--- src/rtl/encoder_pkg.sv ---
// -----------------------------------------------------------------------------
// encoder_pkg
// Shared constants and types for the 5x5 bit-matrix encoder datapath and its
// upstream line feeder.
//   MAT_DIM  - matrix edge length
//   LINE_W   - bits per line (MAT_DIM*MAT_DIM), row-major index i*MAT_DIM+j
//   CNT_W    - serial bit-counter width (2**CNT_W > LINE_W, parity bit included)
//   OCC_W    - width of FIFO occupancy counts (DEPTH up to 4)
//   line_t   - one full matrix line
// -----------------------------------------------------------------------------
package encoder_pkg;

  localparam int MAT_DIM = 5;
  localparam int LINE_W  = MAT_DIM * MAT_DIM;
  localparam int CNT_W   = 5;
  localparam int OCC_W   = 3;

  typedef logic [LINE_W-1:0] line_t;

  // Row-major position of matrix element (i, j) inside a line.
  function automatic int bit_index(input int i, input int j);
    return i * MAT_DIM + j;
  endfunction

endpackage

--- src/rtl/line_input_buffer_if.sv ---
// -----------------------------------------------------------------------------
// line_input_buffer_if
// Bundles the serial bit input and the line output handshake of the
// line_input_buffer.
//   bit_in/bit_valid/bit_ready  serial bit stream, accepted on valid && ready
//   line/line_valid/line_ready  head-of-FIFO line towards the encoder
//   occupancy                   lines currently queued
//   parity_err                  one-cycle pulse when a line is dropped
// Modports: slave = the buffer, master = the feeder/encoder side.
// -----------------------------------------------------------------------------
interface line_input_buffer_if #(
  parameter int LINE_W = 25
);
  import encoder_pkg::OCC_W;

  logic              bit_in;
  logic              bit_valid;
  logic              bit_ready;
  logic [LINE_W-1:0] line;
  logic              line_valid;
  logic              line_ready;
  logic [OCC_W-1:0]  occupancy;
  logic              parity_err;

  modport slave (
    input  bit_in, bit_valid, line_ready,
    output bit_ready, line, line_valid, occupancy, parity_err
  );

  modport master (
    output bit_in, bit_valid, line_ready,
    input  bit_ready, line, line_valid, occupancy, parity_err
  );

endinterface

--- src/rtl/line_fifo.sv ---
// -----------------------------------------------------------------------------
// line_fifo
// LINE_W x DEPTH line queue with explicit occupancy counter and wrapping
// read/write pointers. Head entry is presented combinationally on pop_data.
// Ports:
//   clk, rst     clock, asynchronous active-high reset
//   flush        synchronous clear, overrides push and pop
//   push/push_data   write one line (ignored when full)
//   pop          drop the head line (ignored when empty)
//   pop_data     current head line
//   full/empty   registered status
//   occupancy    number of queued lines (0..DEPTH)
// -----------------------------------------------------------------------------
module line_fifo #(
  parameter int LINE_W = 25,
  parameter int DEPTH  = 2
) (
  input  logic                          clk,
  input  logic                          rst,
  input  logic                          flush,
  input  logic                          push,
  input  logic [LINE_W-1:0]             push_data,
  input  logic                          pop,
  output logic [LINE_W-1:0]             pop_data,
  output logic                          full,
  output logic                          empty,
  output logic [encoder_pkg::OCC_W-1:0] occupancy
);
  import encoder_pkg::OCC_W;

  localparam int              PTR_W    = (DEPTH > 1) ? $clog2(DEPTH) : 1;
  localparam logic [PTR_W-1:0] LAST_PTR = PTR_W'(DEPTH - 1);

  logic [LINE_W-1:0] mem_q [DEPTH];
  logic [PTR_W-1:0]  wr_ptr_q, wr_ptr_d;
  logic [PTR_W-1:0]  rd_ptr_q, rd_ptr_d;
  logic [OCC_W-1:0]  count_q, count_d;
  logic              do_push, do_pop;

  // Pointers wrap at DEPTH, which need not be a power of two.
  function automatic logic [PTR_W-1:0] next_ptr(input logic [PTR_W-1:0] p);
    return (p == LAST_PTR) ? '0 : p + PTR_W'(1);
  endfunction

  assign full      = (count_q == OCC_W'(DEPTH));
  assign empty     = (count_q == '0);
  assign occupancy = count_q;
  assign pop_data  = mem_q[rd_ptr_q];

  assign do_push = push && !full && !flush;
  assign do_pop  = pop && !empty && !flush;

  always_comb begin
    wr_ptr_d = wr_ptr_q;
    rd_ptr_d = rd_ptr_q;
    count_d  = count_q;
    if (flush) begin
      wr_ptr_d = '0;
      rd_ptr_d = '0;
      count_d  = '0;
    end else begin
      if (do_push) wr_ptr_d = next_ptr(wr_ptr_q);
      if (do_pop)  rd_ptr_d = next_ptr(rd_ptr_q);
      case ({do_push, do_pop})
        2'b10:   count_d = count_q + OCC_W'(1);
        2'b01:   count_d = count_q - OCC_W'(1);
        default: count_d = count_q;
      endcase
    end
  end

  always_ff @(posedge clk or posedge rst) begin
    if (rst) begin
      wr_ptr_q <= '0;
      rd_ptr_q <= '0;
      count_q  <= '0;
    end else begin
      wr_ptr_q <= wr_ptr_d;
      rd_ptr_q <= rd_ptr_d;
      count_q  <= count_d;
    end
  end

  // Storage is cleared on reset so the line output reads 0 until first push.
  always_ff @(posedge clk or posedge rst) begin
    if (rst) begin
      for (int i = 0; i < DEPTH; i++) mem_q[i] <= '0;
    end else if (do_push) begin
      mem_q[wr_ptr_q] <= push_data;
    end
  end

endmodule

--- src/rtl/line_input_buffer.sv ---
// -----------------------------------------------------------------------------
// line_input_buffer
// Assembles a serial bit stream into LINE_W-bit lines (first bit -> line[0],
// row-major i*5+j), queues completed lines in a DEPTH-entry FIFO and hands
// them to the encoder over a valid/ready handshake.
// Ports:
//   clk    rising-edge clock
//   rst    asynchronous active-high reset
//   flush  synchronous clear of the partial line and the whole FIFO
//   bus    line_input_buffer_if.slave: bit_in/bit_valid/bit_ready,
//          line/line_valid/line_ready, occupancy, parity_err
// Build option: define LINE_PARITY_CHECK_EN to expect one even-parity bit
// after every line; a failing line is dropped and parity_err pulses once.
// Without it parity_err is tied to 0.
// -----------------------------------------------------------------------------
module line_input_buffer #(
  parameter int LINE_W = 25,
  parameter int DEPTH  = 2,
  parameter int CNT_W  = 5
) (
  input  logic                clk,
  input  logic                rst,
  input  logic                flush,
  line_input_buffer_if.slave  bus
);

`ifdef LINE_PARITY_CHECK_EN
  // The counter also covers the trailing parity bit.
  localparam logic [CNT_W-1:0] LAST_CNT = CNT_W'(LINE_W);
`else
  localparam logic [CNT_W-1:0] LAST_CNT = CNT_W'(LINE_W - 1);
`endif

  logic [CNT_W-1:0]  cnt_q, cnt_d;
  logic [LINE_W-1:0] asm_q, asm_d;
  logic [LINE_W-1:0] full_line;
  logic              at_last;
  logic              accept;
  logic              push;
  logic              bit_ready_w;
  logic              fifo_full;
  logic              fifo_empty;

  assign at_last = (cnt_q == LAST_CNT);

  // Only registered FIFO state is used, so a pop in the same cycle cannot
  // open the door for the completing bit.
  assign bit_ready_w   = !(at_last && fifo_full);
  assign bus.bit_ready = bit_ready_w;
  assign accept        = bus.bit_valid && bit_ready_w;

  // Assembly register with the current bit merged in, so the completing bit
  // is pushed on the same edge it is accepted.
  always_comb begin
    full_line = asm_q;
    if (cnt_q < CNT_W'(LINE_W)) full_line[cnt_q] = bus.bit_in;
  end

`ifdef LINE_PARITY_CHECK_EN
  logic parity_ok;
  logic parity_err_q, parity_err_d;

  // Even parity over data plus parity bit.
  assign parity_ok    = ~^{asm_q, bus.bit_in};
  assign push         = accept && at_last && parity_ok && !flush;
  assign parity_err_d = accept && at_last && !parity_ok && !flush;

  always_ff @(posedge clk or posedge rst) begin
    if (rst) parity_err_q <= 1'b0;
    else     parity_err_q <= parity_err_d;
  end

  assign bus.parity_err = parity_err_q;
`else
  assign push           = accept && at_last && !flush;
  assign bus.parity_err = 1'b0;
`endif

  always_comb begin
    cnt_d = cnt_q;
    asm_d = asm_q;
    if (flush) begin
      cnt_d = '0;
      asm_d = '0;
    end else if (accept) begin
      if (at_last) begin
        cnt_d = '0;
        asm_d = '0;
      end else begin
        cnt_d = cnt_q + CNT_W'(1);
        asm_d = full_line;
      end
    end
  end

  always_ff @(posedge clk or posedge rst) begin
    if (rst) begin
      cnt_q <= '0;
      asm_q <= '0;
    end else begin
      cnt_q <= cnt_d;
      asm_q <= asm_d;
    end
  end

  line_fifo #(
    .LINE_W (LINE_W),
    .DEPTH  (DEPTH)
  ) u_fifo (
    .clk       (clk),
    .rst       (rst),
    .flush     (flush),
    .push      (push),
    .push_data (full_line),
    .pop       (bus.line_ready),
    .pop_data  (bus.line),
    .full      (fifo_full),
    .empty     (fifo_empty),
    .occupancy (bus.occupancy)
  );

  assign bus.line_valid = !fifo_empty;

endmodule

--- src/flat_wrapper.sv ---
// flat-port wrapper written by rule: the top's interface ports become plain ports
module line_input_buffer_flat 
#(
  parameter int LINE_W = 25,
  parameter int DEPTH  = 2,
  parameter int CNT_W  = 5
)
  (clk, rst, flush, bus_bit_in, bus_bit_valid, bus_line_ready, bus_bit_ready, bus_line, bus_line_valid, bus_occupancy, bus_parity_err);
  line_input_buffer_if #(.LINE_W(LINE_W)) bus_i ();
  input  logic clk;
  input  logic rst;
  input  logic flush;
  input wire logic [$bits(bus_i.bit_in)-1:0] bus_bit_in;
  input wire logic [$bits(bus_i.bit_valid)-1:0] bus_bit_valid;
  input wire logic [$bits(bus_i.line_ready)-1:0] bus_line_ready;
  output wire logic [$bits(bus_i.bit_ready)-1:0] bus_bit_ready;
  output wire logic [$bits(bus_i.line)-1:0] bus_line;
  output wire logic [$bits(bus_i.line_valid)-1:0] bus_line_valid;
  output wire logic [$bits(bus_i.occupancy)-1:0] bus_occupancy;
  output wire logic [$bits(bus_i.parity_err)-1:0] bus_parity_err;
  assign bus_i.bit_in = bus_bit_in;
  assign bus_i.bit_valid = bus_bit_valid;
  assign bus_i.line_ready = bus_line_ready;
  assign bus_bit_ready = bus_i.bit_ready;
  assign bus_line = bus_i.line;
  assign bus_line_valid = bus_i.line_valid;
  assign bus_occupancy = bus_i.occupancy;
  assign bus_parity_err = bus_i.parity_err;
  line_input_buffer #(.LINE_W(LINE_W), .DEPTH(DEPTH), .CNT_W(CNT_W)) u_core (.clk(clk), .rst(rst), .flush(flush), .bus(bus_i));
endmodule
--- config.mk ---
export PLATFORM = sky130hd
export DESIGN_NAME = line_input_buffer_flat
export DESIGN_NICKNAME = d
export VERILOG_FILES = /design/src/rtl/encoder_pkg.sv /design/src/rtl/line_input_buffer_if.sv /design/src/rtl/line_fifo.sv /design/src/rtl/line_input_buffer.sv /design/src/flat_wrapper.sv
export SDC_FILE = /design/constraint.sdc
export NUM_CORES = 1
export LEC_CHECK = 0
export CAP_MARGIN = 20
export CORE_UTILIZATION = 36
export CTS_CLUSTER_DIAMETER = 40
export CTS_CLUSTER_SIZE = 28
export DETAILED_ROUTE_END_ITERATION = 8
export HOLD_SLACK_MARGIN = 0.08
export PLACE_DENSITY_LB_ADDON = 0.08
export REMOVE_ABC_BUFFERS = 1
export SYNTH_ARGS = -nofsm -noshare
export SYNTH_HDL_FRONTEND = slang
export SYNTH_SLANG_ARGS = --single-unit
--- constraint.sdc ---
create_clock -name clk -period 3.8 [get_ports clk]
set_input_delay 0.76 -clock clk [delete_from_list [all_inputs] [get_ports clk]]
set_output_delay 0.76 -clock clk [all_outputs]
set_load 0.03 [all_outputs]
Word level (Yosys, flattened, before mapping)
Cells that the tools add are included.
- reduce and logical (&&, ||, !) cells: 19
- $add $sub $neg: 5
- $lt $le $gt $ge: 6
- muxes and demuxes: 24
- bitwise gates (word level): 2
- equality and inequality tests: 4
- operator list (operator ; number):
    25-bit two-way mux ; 8
    50-bit bitwise mux ; 1
    25-bit bitwise mux ; 1
    25-bit demux with 1-bit select ; 1
    5-bit two-way mux ; 3
    1-bit logical AND ; 10
    1-bit two-way mux ; 7
    5-bit by 6-bit less-than comparator with 1-bit output (second input constant) ; 1
    3-bit one-hot mux with 2 select lines ; 1
    2-bit nonzero test ; 3
    5-bit by 1-bit adder with 5-bit output (second input constant) ; 1
    1-bit demux with 5-bit select ; 1
    5-bit equality test (second input constant) ; 1
    5-bit by 1-bit >= comparator with 1-bit output (second input constant) ; 1
    5-bit less-than comparator (second input constant) ; 1
    2-bit >= comparator (second input constant) ; 2
    1-bit zero test ; 4
    1-bit inverter with 2-bit output ; 2
    3-bit by 1-bit adder with 3-bit output (second input constant) ; 1
    3-bit by 2-bit equality test with 1-bit output (second input constant) ; 1
    3-bit zero test ; 1
    3-bit two-way mux ; 1
    3-bit nonzero test ; 1
    3-bit by 1-bit subtractor with 3-bit output (second input constant) ; 1
    4 further kinds ; 5
- output and inout port bits: 31
- input bits: 6
- logic and storage cells: 67
- register bits after elaboration: 85

Logic depth before layout (Yosys ltp)
Gate-level depths: netlist of run 1.
- depth after elaboration: 11
- gate-level depth with buffers: 9
- depth with buffers taken out: 9

Modules after synthesis
From an unflattened synthesis of run 1, not the netlist that was laid out.
- cell total of the unflattened synthesis: 419
- area total of the unflattened synthesis: 4938.5 sq um
- by module, submodules not included (module ; instances ; cells each ; seq. area each (sq um) ; area each (sq um)):
    line_fifo ; 1 ; 183 ; 1376.3 ; 2690.1
    line_input_buffer ; 1 ; 236 ; 750.7 ; 2248.4

Worst setup path after synthesis of run 1
OpenSTA, ideal clock, no wires.
- path kind: register to register
- start point: register u_core.cnt_q[0]
- end point: register u_core.u_fifo.count_q[2] (netlist: u_core.u_fifo.occupancy[2])
- path buffers: 0
- stages on the path, launching flop included: 10
- data arrival time: 2.078 ns
- setup time: 0.133 ns
- clock period less this slack: 2.211 ns
- data required time: 3.667 ns
- path slack: 1.589 ns
- cell sequence: dfrtp_1 inv_1 ha_1 nand4b_2 o31ai_1 nor2_1 fa_1 nand4_1 mux2i_1 o211ai_1
- word-level cells in the longest chain between the ends: 11
- elaborated cells on any way between the ends: 13
- those cells by class: eq/ne: 3; mux: 2; reduce/logical: 8
- RTL lines (item ; line ; text):
    from (decl) ; line_input_buffer.sv:34 ; logic [CNT_W-1:0] cnt_q, cnt_d;
    from (signal assigned) ; line_input_buffer.sv:101 ; cnt_q <= cnt_d;
    5-bit equality test * ; line_input_buffer.sv:44 ; assign at_last = (cnt_q == LAST_CNT);
    1-bit logical AND ; line_input_buffer.sv:48 ; assign bit_ready_w = !(at_last && fifo_full);
    1-bit zero test ; line_input_buffer.sv:48 ;
    1-bit logical AND ; line_input_buffer.sv:50 ; assign accept = bus.bit_valid && bit_ready_w;
    1-bit logical AND * (2 in a row) ; line_input_buffer.sv:75 ; assign push = accept && at_last && !flush;
    1-bit logical AND * (2 in a row) ; line_fifo.sv:50 ; assign do_push = push && !full && !flush;
    2-bit by 1-bit equality test with 1-bit output or 2-bit equality test (tied branches) ; line_fifo.sv:64 ; case ({do_push, do_pop})
    3-bit one-hot mux with 2 select lines ; line_fifo.sv:64 ;
    3-bit two-way mux ; line_fifo.sv:57 ; if (flush) begin
    to (signal assigned) ; line_fifo.sv:80 ; count_q <= count_d;
    to (decl) ; line_fifo.sv:37 ; logic [OCC_W-1:0] count_q, count_d;
Every way passes the cells marked *; elsewhere a longest branch is shown, timed or not.
A chain may end at the register's enable or synchronous reset.

Worst setup path after layout of run 1
- start point: register u_core.cnt_q[3]
- end point: output port bus_bit_ready
- word-level cells in the longest chain between the ends: 3
- RTL lines (item ; line ; text):
    5-bit equality test ; line_input_buffer.sv:44 ;
    1-bit logical AND ; line_input_buffer.sv:48 ;
    1-bit zero test ; line_input_buffer.sv:48 ;
    to (decl) ; flat_wrapper.sv:16 ; output wire logic [$bits(bus_i.bit_ready)-1:0] bus_bit_ready;
No other way between the ends.

==> impl_metrics.tcl, run 1 <==
set metrics [dict create \
    status "finished clean" \
    relSlewSlack_pct 45.3 \
    fin_ws_ps 682 \
    synth-async-reset-ratio_pct 100 \
    grt_pass1_wl_um 14400 \
    grt_use_total_pct 15.7 \
    dp_cells 565 \
    antenna_found_initial 0 \
    start_kind "flip-flop" \
    route.detailed.drc 0 \
    place_hpwl_um 5320 \
    die_h_um 110 \
    area_delta_synth_final_pct 17.4 \
    detail_route.wl_per_cell_um 14.5 \
    core_area_mm2 0.0114 \
    fp.dieArea_mm2 0.0121 \
    cts_sinks 85 \
    setup_viol 0 \
    grt_pass1_vias 2865 \
    max_cap_violations 0 \
    dpl_worst_slack_ps 915 \
    ys.flop_type "dfrtp_1" \
    syn_area_per_cell_um2 10.2 \
    yosys_warnings 0 \
    min_period_ps 3120 \
    initial_core_util_pct 36.9 \
    power_uw 2190 \
    crit_required_ps 3040 \
    rsz0062_at_grt "false" \
    tightest_slew_ps 821 \
    io_pins 37 \
    rows 39 \
    antennaDiodeCount 0 \
    numCtsBuffers 9 \
    hold_depth 2 \
    final_antenna_net_count 0 \
    hold_viol 0 \
    cts_resized 0 \
    vias 2971 \
    routed_wl_um 8390 \
    mappedNetlistArea_mm2 0.00420 \
    gp_congestion 0.777 \
    cts_tree "built" \
    cts_hold_buffers 0 \
    power.density_mw_per_mm2 444 \
    detail_route.first_pass.iterations 4 \
    hp-class "reg -> reg" \
    final-max-slew-violation-count 0 \
    seq_area_frac_synth_pct 50.7 \
    synth.area.top_cells "dfrtp_1 (51%), mux2_2 (7.2%), mux2i_1 (6.2%)" \
    clock_skew_ps 5.49 \
    ir_drop_mv 0.213 \
    endpoint_kind "output pin" \
    finalCritPeriodShare_pct 82.0 \
    leakage_uw 0.00211 \
    root_buffer "clkbuf_16" \
    die_x_um 110 \
    drt-initial-drc-count 122 \
    layout-drive-gt1-share_pct 12.8 \
    timing.fmax_mhz 321 \
    cts-htree-levels 3 \
    synth_edf_count 0 \
    grt_max_degree 50 \
    crit_arrival_ps 2360 \
    yosys.area.top_type "dfrtp_1" \
    port_buffers 35 \
    final_util_pct 43.3 \
    critPathKind "reg -> out" \
    critPathMaxFanout 29 \
    final_cell_count_no_fill 580 \
    ys_ff_latch 85 \
    synth_top_area_share_pct 50.7 \
    clk_latency_ps 330 \
    synth_cell_types 45 \
    cts_max_path_buffers 2 \
    viasPerCell 5.12 \
    reg2reg_depth 7 \
    clk_pin_slew_ps 60 \
    final_nets 444 \
    tns_ps 0 \
    gr-total-overflow 0 \
    syn_inst 411 \
    post_cts_buffers 0 \
]
==> metrics by stage <==
| step | hold slack (ps) | cell area (um2) |
|---|---|---|
| 2_1_floorplan | 449 | 4010 |
| 3_3_place_gp | 462 | 4610 |
| 3_5_place_dp | 470 | 4610 |
| 4_1_cts | 484 | 4930 |
| 5_1_grt | 508 | 4930 |
| 6_report | 478 | 4930 |
==> metal layers <==
layer,vias up,routed length (um),global-route usage [%]
met5,-,0,0
met2,42,3810,23.5
met4,0,59,5.71
met3,5,251,3.70
li1,1496,-,-
met1,1428,4270,22.1
==> cell families (layout without fill, tap and decap cells) <==
group	count (synthesis)	after routing	share of synthesized area, %
and+or+nand+nor	135	135	17.1
AOI/OAI and AO/OA	90	90	11.4
DFF	85	85	50.7
muxes	54	54	13.7
buffers and inverters	40	66	5.07
adders and majority gates	5	5	1.67
other	1	1	0.0893
xor gates and xnor gates	1	1	0.209
==> sequential cells by signal (all words and copies together), names as in the netlist <==
name	count
u_core.u_fifo.mem_q	50
u_core.asm_q	25
u_core.cnt_q	5
u_core.u_fifo.occupancy	3
u_core.u_fifo.rd_ptr_q	1
u_core.u_fifo.wr_ptr_q	1
==> path summary, 6_finish.rpt <==
check                                                         from                                endpoint  slack, ps
worst max-delay path                   u_core.cnt_q[3]$_DFFE_PP0P_                           bus_bit_ready        680
worst min-delay path            u_core.u_fifo.mem_q[4]$_DFFE_PP0P_      u_core.u_fifo.mem_q[4]$_DFFE_PP0P_        480
worst max register to register         u_core.cnt_q[3]$_DFFE_PP0P_  u_core.u_fifo.occupancy[2]$_DFFE_PP0P_       1000
worst min register to register  u_core.u_fifo.mem_q[4]$_DFFE_PP0P_      u_core.u_fifo.mem_q[4]$_DFFE_PP0P_        480
max in group asynchronous                                      rst     u_core.u_fifo.mem_q[48]$_DFFE_PP0P_       2510
min in group asynchronous                                      rst     u_core.u_fifo.mem_q[27]$_DFFE_PP0P_        890
==> layout make-up <==
| type | instances | area [um2] |
|---|---|---|
| fillers | 1145 | 6440 |
| well taps | 143 | 179 |
| clock inverters | 4 | 72.6 |
| repair buffers | 45 | 425 |
| clock buffers | 11 | 243 |
| flip-flops and latches | 85 | 2130 |
| multi-input cells | 286 | 1860 |
| inverters | 6 | 23.8 |
==> placed cells by master, fill, tap and decap left out, drive strengths merged, types with 2 or more instances in the layout <==
| master | synthesis | final |
|---|---|---|
| or3b | 2 | 2 |
| nand4b | 9 | 9 |
| nand4 | 2 | 2 |
| nand3 | 3 | 3 |
| clkbuf | 11 | 11 |
| mux2 | 28 | 28 |
| o211ai | 3 | 3 |
| buf | 23 | 10 |
| a31oi | 3 | 3 |
| nor3b | 2 | 2 |
| bufinv | 0 | 2 |
| nor4 | 3 | 3 |
| nor2 | 27 | 27 |
| nor4bb | 6 | 6 |
| nor4b | 5 | 5 |
| ha | 4 | 4 |
| clkdlybuf4s50 | 0 | 35 |
| mux2i | 26 | 26 |
| or3 | 2 | 2 |
| a21oi | 27 | 27 |
| nor3 | 8 | 8 |
| nand2 | 58 | 58 |
| o31ai | 2 | 2 |
| clkinv | 0 | 2 |
| or4 | 2 | 2 |
| inv | 6 | 5 |
| dfrtp | 85 | 85 |
| o21ai | 52 | 52 |
==> worst max-delay path, stage by stage, from the launching register on <==
cell             delay (ps)
dfrtp_1                 880
and4b_1                 450
nand2_1                  90
clkdlybuf4s50_1         610
==> Yosys cell counts (5+ instances only) <==
master	number
buf_2	14
nor4bb_1	6
mux2_2	27
nand2_1	58
nand4b_1	8
dfrtp_1	85
o21ai_1	45
inv_1	6
nor4b_1	5
a21oi_1	27
nor2_1	27
mux2i_1	26
clkbuf_1	11
nor3_1	8
o21ai_0	7
==> where the power goes <==
group / internal, uW / total (uW) / switching, uW
Sequential: 932 / 956 / 23.9
Clock: 589 / 926 / 337
Combinational: 130 / 309 / 179
No activity file was read; power rests on OpenSTA's default activity.
==> inputs of run 2 (changes only) <==
==> constraint.sdc (replaced) <==
create_clock -name clk -period 2.9 [get_ports clk]
set_input_delay 0.58 -clock clk [delete_from_list [all_inputs] [get_ports clk]]
set_output_delay 0.58 -clock clk [all_outputs]
set_load 0.03 [all_outputs]
==> run 2 against run 1 <==
Via count increased by 1.3%. Total power rose by 25%. Global-route usage grew 0.54 points. Final area up 1.4%. Critical path depth increased by 2. Die area unchanged. Register-to-register slack got worse by 440 ps. Routed wire length is 7.4% higher. Sequential power rose by 31%. Final cell count rose by 1.7%. Count of clock-buffer cells in the layout increased by 1. Critical path type unchanged.
==> impl_metrics.tcl, run 2 (synthesis gave the netlist of run 1 again) <==
set metrics [dict create \
    status "finished clean" \
    cts_tree "built" \
    root_buffer "clkbuf_16" \
    regMostFlops "u_core.u_fifo.mem_q" \
    routed_wl_um 9010 \
    numCtsBuffers 9 \
    clk_pin_slew_ps 60 \
    gp_congestion 0.734 \
    cts_hold_buffers 0 \
    grt_max_degree 36 \
    max_cap_violations 0 \
    clock_skew_ps 4.88 \
    rsz0062_at_grt "false" \
    place_hpwl_um 5830 \
    wl_met3_um 269 \
    detail_route.wl_per_cell_um 15.3 \
    detail_route.first_pass.iterations 4 \
    clk_latency_ps 330 \
    antenna_found_initial 0 \
    vias 3009 \
    cts_sinks 85 \
    hp-class "reg -> reg" \
    setup_viol 0 \
    power.density_mw_per_mm2 548 \
    antennaDiodeCount 0 \
    crit_required_ps 2320 \
    gr-total-overflow 0 \
    area_delta_synth_final_pct 19.0 \
    layout-drive-gt1-share_pct 14.8 \
    grt_pass1_wl_um 15000 \
    nFillCells 1147 \
    start_kind "flip-flop" \
    grt_pass1_vias 2867 \
    tightest_slew_ps 549 \
    final-max-slew-violation-count 0 \
    final_antenna_net_count 0 \
    wl_met1_um 4530 \
    route.detailed.drc 0 \
    power_uw 2740 \
    initial_core_util_pct 36.9 \
    viasPerCell 5.10 \
    cp_slowest_cell "clkdlybuf4s50_1" \
    top_layer "met4" \
    ir_drop_mv 0.205 \
    crit_chain "inv_1 -> ha_1 -> and4b_1 -> nand2_1 -> clkdlybuf4s50_1" \
    post_cts_buffers 0 \
    leakage_uw 0.00215 \
    max_stage_delay_ps 660 \
    relSlewSlack_pct 63.0 \
    top_regs "u_core.u_fifo.mem_q (50), u_core.asm_q (25), u_core.cnt_q (5)" \
    core_area_mm2 0.0114 \
    grt_use_total_pct 16.2 \
    met2_length_um 4100 \
    largest_reg_flops 50 \
    layout_common_cells "dfrtp_1 (85), nand2_1 (58), o21ai_1 (45), clkdlybuf4s50_1 (35)" \
    die_h_um 110 \
    port_buffers 35 \
    cp_num_buf_inv 2 \
    critPathMaxFanout 7 \
    finalCritPeriodShare_pct 94.2 \
    drt-initial-drc-count 132 \
    cpLargestDelayFamily "buffers and inverters" \
    cts_resized 0 \
    cts_max_path_buffers 2 \
    final_nets 453 \
    critPathKind "reg -> out" \
    final_util_pct 44.0 \
    hold_viol 0 \
    crit_arrival_ps 2150 \
    layout_commonest_cell "dfrtp_1" \
    endpoint_kind "output pin" \
    fp.dieArea_mm2 0.0121 \
    cts-htree-levels 3 \
    timing.fmax_mhz 366 \
    io_pins 37 \
    rows 39 \
    min_period_ps 2730 \
    die_x_um 110 \
]
-- run 2: cell count changes in the layout (fill, tap and decap cells not counted) --
cell       previous run  this run
buf_4                10        16
clkinv_2              2         4
buf_12                0         3
clkbuf_8              1         2
bufinv_16             2         0
-- run 2: metrics by stage --
| stage | area, um2 | instances | worst slack [ps] | TNS [ps] | hold slack [ps] |
|---|---|---|---|---|---|
| final | 5000 | 590 | 169 | 0 | 477 |
| after global routing | 5000 | 590 | 38.3 | 0 | 510 |
| after CTS | 5000 | 590 | 152 | 0 | 484 |
| after detailed placement | 4720 | 574 | 350 | 0 | 470 |
| after global placement | 4720 | 574 | 346 | 0 | 464 |
| after floorplan | 4010 | 377 | -43.1 | -43.1 | 449 |
-- run 2: layout make-up --
type	count	area [um2]	area share (%)
tap	143	179	3.58
multi-input combinational	286	1860	37.2
sequential	85	2130	42.6
inverter	6	23.8	0.476
timing repair buffer	54	531	10.6
clock inverter	4	22.5	0.451
clock buffer	12	256	5.13
-- run 2: final timing paths --
path | start | end | slack [ps] | depth (start not counted)
setup / recovery | u_core.cnt_q[0]$_DFFE_PP0P_ | bus_bit_ready | 170 | 5
hold / removal | u_core.u_fifo.mem_q[16]$_DFFE_PP0P_ | u_core.u_fifo.mem_q[16]$_DFFE_PP0P_ | 480 | 2
setup reg to reg | u_core.cnt_q[0]$_DFFE_PP0P_ | u_core.u_fifo.occupancy[2]$_DFFE_PP0P_ | 560 | 10
hold reg to reg | u_core.u_fifo.mem_q[16]$_DFFE_PP0P_ | u_core.u_fifo.mem_q[16]$_DFFE_PP0P_ | 480 | 2
max in group asynchronous | rst | u_core.u_fifo.mem_q[45]$_DFFE_PP0P_ | 1730 | 3
min in group asynchronous | rst | u_core.u_fifo.mem_q[32]$_DFFE_PP0P_ | 540 | 2
-- run 2: where the power goes --
part	total, uW	internal (uW)	switching (uW)
registers	1250	1220	32.0
clock network	1070	623	444
logic	418	178	241
total	2740	2020	716
-- run 2: worst reg2reg max path, delay by kind of cell, from the launching register on --
| kind | cells | cell delay [ps] |
|---|---|---|
| AND/OR/NAND/NOR | 3 | 350 |
| adder cells (fa/ha/maj) | 2 | 580 |
| AO/OA/AOI/OAI | 2 | 380 |
| buffers and inverters | 2 | 270 |
| multiplexers | 1 | 190 |
| flip-flops | 1 | 460 |
-- run 2: per-layer routing --
layer	global-route usage [%]	up-vias
li1	-	1501
met1	22.8	1458
met2	25.0	43
met3	3.35	7
met4	5.24	0
met5	0	-
